[config.mk]
export PLATFORM = sky130hd
export DESIGN_NAME = tiny_fft_stream
export DESIGN_NICKNAME = d
export VERILOG_FILES = /design/src/rtl/tiny_fft_stream.sv
export SDC_FILE = /design/constraint.sdc
export NUM_CORES = 1
export LEC_CHECK = 0
export CAP_MARGIN = 20
export CORE_MARGIN = 3
export CORE_UTILIZATION = 30
export CTS_BUF_LIST = sky130_fd_sc_hd__clkbuf_4 sky130_fd_sc_hd__clkbuf_8
export DETAILED_ROUTE_END_ITERATION = 12
export GPL_ROUTABILITY_DRIVEN = 1
export PLACE_DENSITY = 0.55
export SLEW_MARGIN = 20
export SYNTH_ARGS = -nofsm -noshare
export SYNTH_HDL_FRONTEND = slang
export SYNTH_SLANG_ARGS = --single-unit
[constraint.sdc]
create_clock -name clk -period 4.52 [get_ports clk]
set_clock_uncertainty 0.15 [all_clocks]
set_input_delay 1.356 -clock clk [delete_from_list [all_inputs] [get_ports clk]]
set_output_delay 1.356 -clock clk [all_outputs]
set_load 0.005 [all_outputs]
[src/rtl/tiny_fft_stream.sv]
`default_nettype none
// ============================================================================
// Module   : tiny_fft_stream
// Purpose  : Frame-based N-point (4 or 8) radix-2 DIT FFT/IFFT on real
//            samples. Samples are loaded into a bit-reversed working memory.
//            One shared butterfly runs (N/2)*log2(N) cycles in place. The
//            complex bins are then streamed out in natural order under a
//            valid/ready handshake.
// Ports    : clk, rst_n            - clock, asynchronous active-low reset
//            wr_en, data_in, inv   - sample input (inv taken with sample 0)
//            wr_ready, busy        - LOAD / (COMPUTE or OUTPUT) status
//            out_valid, out_ready  - output handshake
//            out_re, out_im        - signed bin value, OUT_W bits
//            out_idx, out_first    - bin index, first-bin marker
//            overrun               - sticky: write attempted while not ready
// Revision : 1.0 - initial release
// ============================================================================
module tiny_fft_stream #(
    parameter int N_POINTS  = 4,
    parameter int DATA_W    = 4,
    parameter int SIGNED_IN = 0,
    localparam int LOGN     = (N_POINTS == 8) ? 3 : 2,
    localparam int OUT_W    = DATA_W + LOGN + 1
) (
    input  logic                    clk,
    input  logic                    rst_n,
    input  logic                    wr_en,
    input  logic [DATA_W-1:0]       data_in,
    input  logic                    inv,
    output logic                    wr_ready,
    output logic                    busy,
    output logic                    out_valid,
    input  logic                    out_ready,
    output logic signed [OUT_W-1:0] out_re,
    output logic signed [OUT_W-1:0] out_im,
    output logic [LOGN-1:0]         out_idx,
    output logic                    out_first,
    output logic                    overrun
);

    generate
        if (N_POINTS != 4 && N_POINTS != 8) begin : g_bad_n_points
            $error("tiny_fft_stream: N_POINTS must be 4 or 8");
        end
    endgenerate

    localparam int                   BW       = LOGN - 1;
    localparam int                   PW       = OUT_W + 10;
    localparam logic [LOGN-1:0]      LAST_IDX = LOGN'(N_POINTS - 1);
    localparam logic signed [PW-1:0] COEF     = PW'(181);   // cos(pi/4) in Q8

    typedef enum logic [1:0] {
        S_LOAD    = 2'd0,
        S_COMPUTE = 2'd1,
        S_OUTPUT  = 2'd2
    } state_t;

    state_t state, state_next;

    logic signed [OUT_W-1:0] mem_re [N_POINTS];
    logic signed [OUT_W-1:0] mem_im [N_POINTS];

    logic [LOGN-1:0] samp_cnt;
    logic [BW-1:0]   bf_cnt;
    logic [1:0]      stage;
    logic            inv_q;
    logic            accept;
    logic            comp_last;
    logic [LOGN-1:0] next_idx;
    logic signed [OUT_W-1:0] ext_sample;

    function automatic logic [LOGN-1:0] bit_rev(input logic [LOGN-1:0] v);
        for (int i = 0; i < LOGN; i++) begin
            bit_rev[i] = v[LOGN-1-i];
        end
    endfunction

    assign accept    = wr_en && wr_ready;
    assign comp_last = (state == S_COMPUTE) && (&bf_cnt) && (stage == 2'(LOGN - 1));
    assign next_idx  = out_idx + LOGN'(1);
    assign out_first = out_valid && (out_idx == '0);

    always_comb begin
        if (SIGNED_IN != 0) begin
            ext_sample = {{(OUT_W-DATA_W){data_in[DATA_W-1]}}, data_in};
        end else begin
            ext_sample = {{(OUT_W-DATA_W){1'b0}}, data_in};
        end
    end

    // Butterfly addressing: butterfly j of a stage with span 'half' lives in
    // group j/half at offset j%half; its twiddle exponent is offset scaled
    // to N. tw is that exponent expressed in eighths of a turn.
    logic [LOGN-1:0] j_ext, half, low_mask, pos, addr_a, addr_b, tw_n;
    logic [1:0]      tw;

    always_comb begin
        j_ext    = {1'b0, bf_cnt};
        half     = LOGN'(1) << stage;
        low_mask = half - LOGN'(1);
        pos      = j_ext & low_mask;
        addr_a   = ((j_ext & ~low_mask) << 1) | pos;
        addr_b   = addr_a | half;
        tw_n     = pos << (2'(LOGN - 1) - stage);
        tw       = 2'(tw_n << (3 - LOGN));
    end

    // W*b: trivial twiddles are exact. The odd eighth-turn twiddles use
    // c = s = 181/256 and one floor shift of the full-precision sum.
    logic signed [OUT_W-1:0] a_re, a_im, b_re, b_im, wb_re, wb_im;
    logic signed [PW-1:0]    br_x, bi_x, pr, pi, sum_re, sum_im;

    always_comb begin
        a_re   = mem_re[addr_a];
        a_im   = mem_im[addr_a];
        b_re   = mem_re[addr_b];
        b_im   = mem_im[addr_b];
        br_x   = PW'(b_re);
        bi_x   = PW'(b_im);
        pr     = br_x * COEF;
        pi     = bi_x * COEF;
        sum_re = '0;
        sum_im = '0;
        wb_re  = b_re;
        wb_im  = b_im;
        case (tw)
            2'd1: begin
                sum_re = inv_q ? (pr - pi) : (pr + pi);
                sum_im = inv_q ? (pi + pr) : (pi - pr);
                wb_re  = OUT_W'(sum_re >>> 8);
                wb_im  = OUT_W'(sum_im >>> 8);
            end
            2'd2: begin
                wb_re = inv_q ? -b_im : b_im;
                wb_im = inv_q ? b_re  : -b_re;
            end
            2'd3: begin
                sum_re = inv_q ? (-pr - pi) : (pi - pr);
                sum_im = inv_q ? (pr - pi)  : (-pi - pr);
                wb_re  = OUT_W'(sum_re >>> 8);
                wb_im  = OUT_W'(sum_im >>> 8);
            end
            default: ;
        endcase
    end

    always_comb begin
        state_next = state;
        wr_ready   = 1'b0;
        busy       = 1'b0;
        case (state)
            S_LOAD: begin
                wr_ready = 1'b1;
                if (accept && samp_cnt == LAST_IDX) state_next = S_COMPUTE;
            end
            S_COMPUTE: begin
                busy = 1'b1;
                if (comp_last) state_next = S_OUTPUT;
            end
            S_OUTPUT: begin
                busy = 1'b1;
                if (out_valid && out_ready && out_idx == LAST_IDX) state_next = S_LOAD;
            end
            default: state_next = S_LOAD;
        endcase
    end

    always_ff @(posedge clk or negedge rst_n) begin
        if (!rst_n) begin
            state     <= S_LOAD;
            samp_cnt  <= '0;
            bf_cnt    <= '0;
            stage     <= '0;
            inv_q     <= 1'b0;
            overrun   <= 1'b0;
            out_valid <= 1'b0;
            out_re    <= '0;
            out_im    <= '0;
            out_idx   <= '0;
        end else begin
            state <= state_next;
            if (accept) begin
                samp_cnt <= samp_cnt + LOGN'(1);
                if (samp_cnt == '0) begin
                    inv_q   <= inv;
                    overrun <= 1'b0;
                end
            end
            if (wr_en && !wr_ready) overrun <= 1'b1;
            if (state == S_COMPUTE) begin
                bf_cnt <= bf_cnt + BW'(1);
                if (&bf_cnt) stage <= comp_last ? 2'd0 : stage + 2'd1;
            end
            if (state == S_OUTPUT) begin
                // First OUTPUT cycle primes the output register with bin 0.
                if (!out_valid) begin
                    out_valid <= 1'b1;
                    out_idx   <= '0;
                    out_re    <= mem_re[0];
                    out_im    <= mem_im[0];
                end else if (out_ready) begin
                    if (out_idx == LAST_IDX) begin
                        out_valid <= 1'b0;
                    end else begin
                        out_idx <= next_idx;
                        out_re  <= mem_re[next_idx];
                        out_im  <= mem_im[next_idx];
                    end
                end
            end
        end
    end

    // Working memory: contents are don't-care after reset, so no reset term.
    always_ff @(posedge clk) begin
        if (accept) begin
            mem_re[bit_rev(samp_cnt)] <= ext_sample;
            mem_im[bit_rev(samp_cnt)] <= '0;
        end else if (state == S_COMPUTE) begin
            mem_re[addr_a] <= a_re + wb_re;
            mem_im[addr_a] <= a_im + wb_im;
            mem_re[addr_b] <= a_re - wb_re;
            mem_im[addr_b] <= a_im - wb_im;
        end
    end

endmodule
`default_nettype wire

# Word-level counts from Yosys, hierarchy flattened
# Memory sizes are Yosys's and may differ from the RTL's.
# Index checks and enable logic that the tools add are counted.
[word_totals] ff_bits=26 mem_bits_rw=56 inputBits=9 out_inout_bits=21 word_cells=100 mem_count=2
[memory_table] name="mem_im" depth=4 word_bits=7 rd=4 rd_ports_with_merged_regs=0 write_ports=2 line_no="61" text="logic signed [OUT_W-1:0] mem_im [N_POINTS];"
[memory_table] name="mem_re" depth=4 word_bits=7 rd=4 rd_ports_with_merged_regs=0 write_ports=2 line_no="60" text="logic signed [OUT_W-1:0] mem_re [N_POINTS];"
[op_classes] addsub=12 eq_ne=10 n_shift=2 n_mux=37 bitwise=5 reduce_logical=22
[ops] op="$mux W7" n=12
[ops] op="$mux W2" n=9
[ops] op="$mux W1" n=15
[ops] op="$add A7 B7 Y7" n=2
[ops] op="$neg A7 Y7" n=2
[ops] op="$reduce_or A7 Y1" n=2
[ops] op="$sub A7 B7 Y7" n=2
[ops] op="$logic_and A1 B1 Y1" n=8
[ops] op="$ne A2 B2 Y1 const B" n=4
[ops] op="$add A2 B1 Y2 const B" n=3
[ops] op="$eq A2 B2 Y1 const B" n=3
[ops] op="$logic_not A2 Y1" n=3
[ops] op="$pmux W2 S3" n=1
[ops] op="$reduce_and A2 Y1" n=3
[ops] op="$reduce_and A3 Y1" n=2
[ops] op="$eq A2 B1 Y1 const B" n=2
[ops] op="$or A2 B2 Y2" n=2
[ops] op="$reduce_bool A2 Y1" n=2
[ops] op="$and A1 B2 Y2" n=1
[ops] op="$ne A2 B1 Y1 const B" n=1
[ops] op="$reduce_or A2 Y1" n=1
[ops] op="$shl A1 B2 Y2 const A" n=1
[ops] op="$shl A2 B2 Y1" n=1
[ops] op="$sub A1 B2 Y2 const A" n=1
[ops] op="5 further kinds" n=5

# Depth between registers and ports, before layout
# An unclocked memory read counts as a cell.
[logic_depth] depth_word=12 depth_mapped=22

# Worst setup path after synthesis
# No wires, ideal clock.
[synth_timing] path_kind="register to register" start="reg stage[0]" end="mem mem_re[1][6] (netlist name) (data pin)" setup_ns=0.134 arrival_ns=4.031 required_time_ns=4.236 slack_ns=0.205 path_stages_with_launch=20 n_path_buf=3 cell_sequence="dfrtp_1 > buf_2 > buf_6 > mux2_2 > mux4_2 > inv_1 > ha_1 > inv_1 > and3_1 > nor3_1 > a21o_1 > ha_1 > clkbuf_1 > nor2b_1 > o21ai_0 > a21oi_1 > o21a_1 > or3_1 > a2111oi_0 > nand2b_1"
[synth_rtl] element="from (decl)" line_no="65" text="logic [1:0] stage;"
[synth_rtl] element="from (signal assigned)" line_no="192" text="if (&bf_cnt) stage <= comp_last ? 2'd0 : stage + 2'd1;"
[synth_rtl] element="to (decl)" line_no="60"

==> results.yml <==
clock_tree:
  clk_path_buf_depth: 2
  postCtsHoldBufs: 0
  clk_pin_slew_worst_paths_ps: 90
  cts_root_buffer: "clkbuf_8"
  clkSinkCount: 82
  cts_buffers: 9
  cts_tree: "built"
  insertion_delay_ps: 390
  cts_setup_buffers: 0
  cts_resized: 0
  htree_levels: 3
placement:
  port_buffers: 29
  place_hpwl_mm: 15.00
  routabilityCongestion: 0.9111
  pre_cts_ws_ps: 263.7
finish:
  areaGrowthSynthToFinish_pct: 14.86
  drive_gt1_share_pct: 13.37
  fill_cells: 2178
  num-nets-final: 804
  layout_commonest_cell: "nand2_1"
  most-common-layout-cells: "nand2_1, o21ai_0, edfxtp_1, a21oi_1, nor2_1"
  diodes: 0
routing:
  drtPass1Iterations: 5
  drtIter0Drc: 465
  vias_per_cell: 5.366
  wire_per_inst_um: 19.96
  vias: 5570
  ant_nets: 0
  routed_wl_mm: 20.72
  route.detailed.drc: 0
timing:
  finalCriticalPeriod_ps: 4270
  rsz0062_at_grt: "no"
  slew_headroom_pct: 37.51
  setup_viol: 0
  whs_ps: 334.6
  tns_ps: 0
  max_freq_ghz: 0.2342
  period_share_pct: 94.47
  setup_slack_ps: 250.0
  worst_pin_slew_ps: 936.4
  slew_violations: 0
  hold_viol: 0
worst_hold_path:
  min_to: "out_re[2]$_DFFE_PN0P_"
  hold_class: "flip-flop to flip-flop"
  hold_start: "out_re[2]$_DFFE_PN0P_"
  hold_path_depth: 2
logic_synthesis:
  async_flop_share_pct: 31.71
  yosysUniqueCellTypes: 65
  synth_warnings: 0
  synth_edf_count: 56
  syn_nets: 775
  ys.flop_type: "edfxtp_1"
  yosysTopAreaCell: "edfxtp_1"
  ys_seq_area_share_pct: 35.80
  yosysTopAreaCellShare_pct: 25.81
  avgSynthCellArea_um2: 8.937
  synth_area_leaders: "edfxtp_1, dfrtp_1, ha_1, nand2_1, o21ai_0"
  ys_seq_elements: 82
  synthCells: 729
  netlist_area_um2: 6515
global_routing:
  grt.total_usage_pct: 17.39
  gr-total-overflow: 0
  first_global_vias: 5215
  antenna_found_initial: 0
  grt_pass1_wl_mm: 31.48
  grt_start_max_net_pins: 49
critical_path:
  crit_type: "flip-flop to flip-flop"
  r2r_end: "mem_re[0][6]$_DFFE_PP_"
  r2r_start: "stage[0]$_DFFE_PN0P_"
  r2r_setup_slack_ps: 250
  cp_max_fo: 8
  endpoint_kind: "flip-flop"
  worstRegToRegCells: 16
  cp.arrival_ps: 4380
  critPathLaunchType: "flip-flop"
  cp.required_ps: 4630
die:
  fp.dieH_um: 153.4
  core_region_area_um2: 21150
  dieArea_um2: 23520
  chipWidth_um: 153.4
  initial_core_util_pct: 30.80
  num_rows: 53
  num_io_pins: 30
job:
  drv_cap: 0
status:
  status: "complete, no violations"
[per-stage QoR]
step | instance area, µm² | util, % | instances
after detailed placement | 7264 | 34.34 | 1022
final | 7483 | 35.38 | 1038
after global placement | 7264 | 34.34 | 1022
after floorplan | 6515 | - | 729
after CTS | 7476 | 35.34 | 1038
after global routing | 7483 | 35.38 | 1038
[kinds of logic after synthesis]
kind of cell / Yosys count / share of synthesized area [%]
buffers and inverters: 88 / 5.474
muxes: 58 / 10.33
DFF: 82 / 35.80
adders and majority gates: 37 / 7.567
AOI/OAI and AO/OA: 206 / 19.95
and+or+nand+nor: 226 / 16.57
xor gates and xnor gates: 32 / 4.302
[worst max path at each step]
stage	from	to	slack, ps	depth (start not counted)
6_report	stage[0]$_DFFE_PN0P_	mem_re[0][6]$_DFFE_PP_	250	16
5_1_grt	stage[0]$_DFFE_PN0P_	mem_re[0][6]$_DFFE_PP_	30	19
4_1_cts	stage[0]$_DFFE_PN0P_	mem_im[3][6]$_DFFE_PP_	230	14
3_3_place_gp	stage[0]$_DFFE_PN0P_	mem_re[2][6]$_DFFE_PP_	350	16
3_5_place_dp	stage[0]$_DFFE_PN0P_	mem_im[3][6]$_DFFE_PP_	260	14
2_1_floorplan	stage[0]$_DFFE_PN0P_	mem_re[1][6]$_DFFE_PP_	200	19
[sequential cells by signal, summed over array words and instances (netlist names), 2 cells and up]
name	flops
mem_re	28
mem_im	28
stage	2
samp_cnt	2
out_idx	2
state	2
out_re	7
out_im	7
[final cells by class]
type | instances | area (µm²) | share of cell area, %
clock buffers | 9 | 123.9 | 1.655
clock inverters | 7 | 87.58 | 1.170
inverters | 42 | 157.7 | 2.107
multi-input cells | 559 | 3857 | 51.55
flip-flops and latches | 82 | 2335 | 31.20
well taps | 275 | 344.1 | 4.598
repair buffers | 64 | 578.1 | 7.724
[critical path: stages, from the launching register on]
cell and delay, ps:
dfrtp_2 470, mux2_2 350, mux4_2 530, inv_1 90, ha_1 140, inv_1 80, and3_1 170, nor3_1 180
a21o_1 140, ha_1 250, nor2b_1 130, o21ai_0 220, a21oi_1 130, o21a_1 230, or3_1 340, a2111oi_0 400
nand2b_1 150
[synth_stat cells, drive strengths merged, types with 7 or more instances]
library cell / count
o21bai: 11
xnor2: 29
clkbuf: 30
and2: 9
nand3b: 8
nand3: 15
a21o: 16
nand2: 95
edfxtp: 56
nor2: 44
dfrtp: 26
o22ai: 17
nand2b: 11
and3: 11
o21ai: 60
mux2: 24
inv: 41
buf: 16
a21oi: 50
a31oi: 7
mux2i: 29
ha: 33
[layer usage]
metal  GRT usage [%]  wire [µm]  share of wire, %  up-vias
met5               0          0                 0        -
met3           3.511       1666               8.0       23
met4           4.037        346               1.7        0
met2           27.44       9188                44      221
met1           24.67       9515                46     2653
li1                -          -                 -     2673
Power is left out: the tool's default activity adds up to more than one toggle a clock period on the data nets, which glitch-free logic cannot reach.
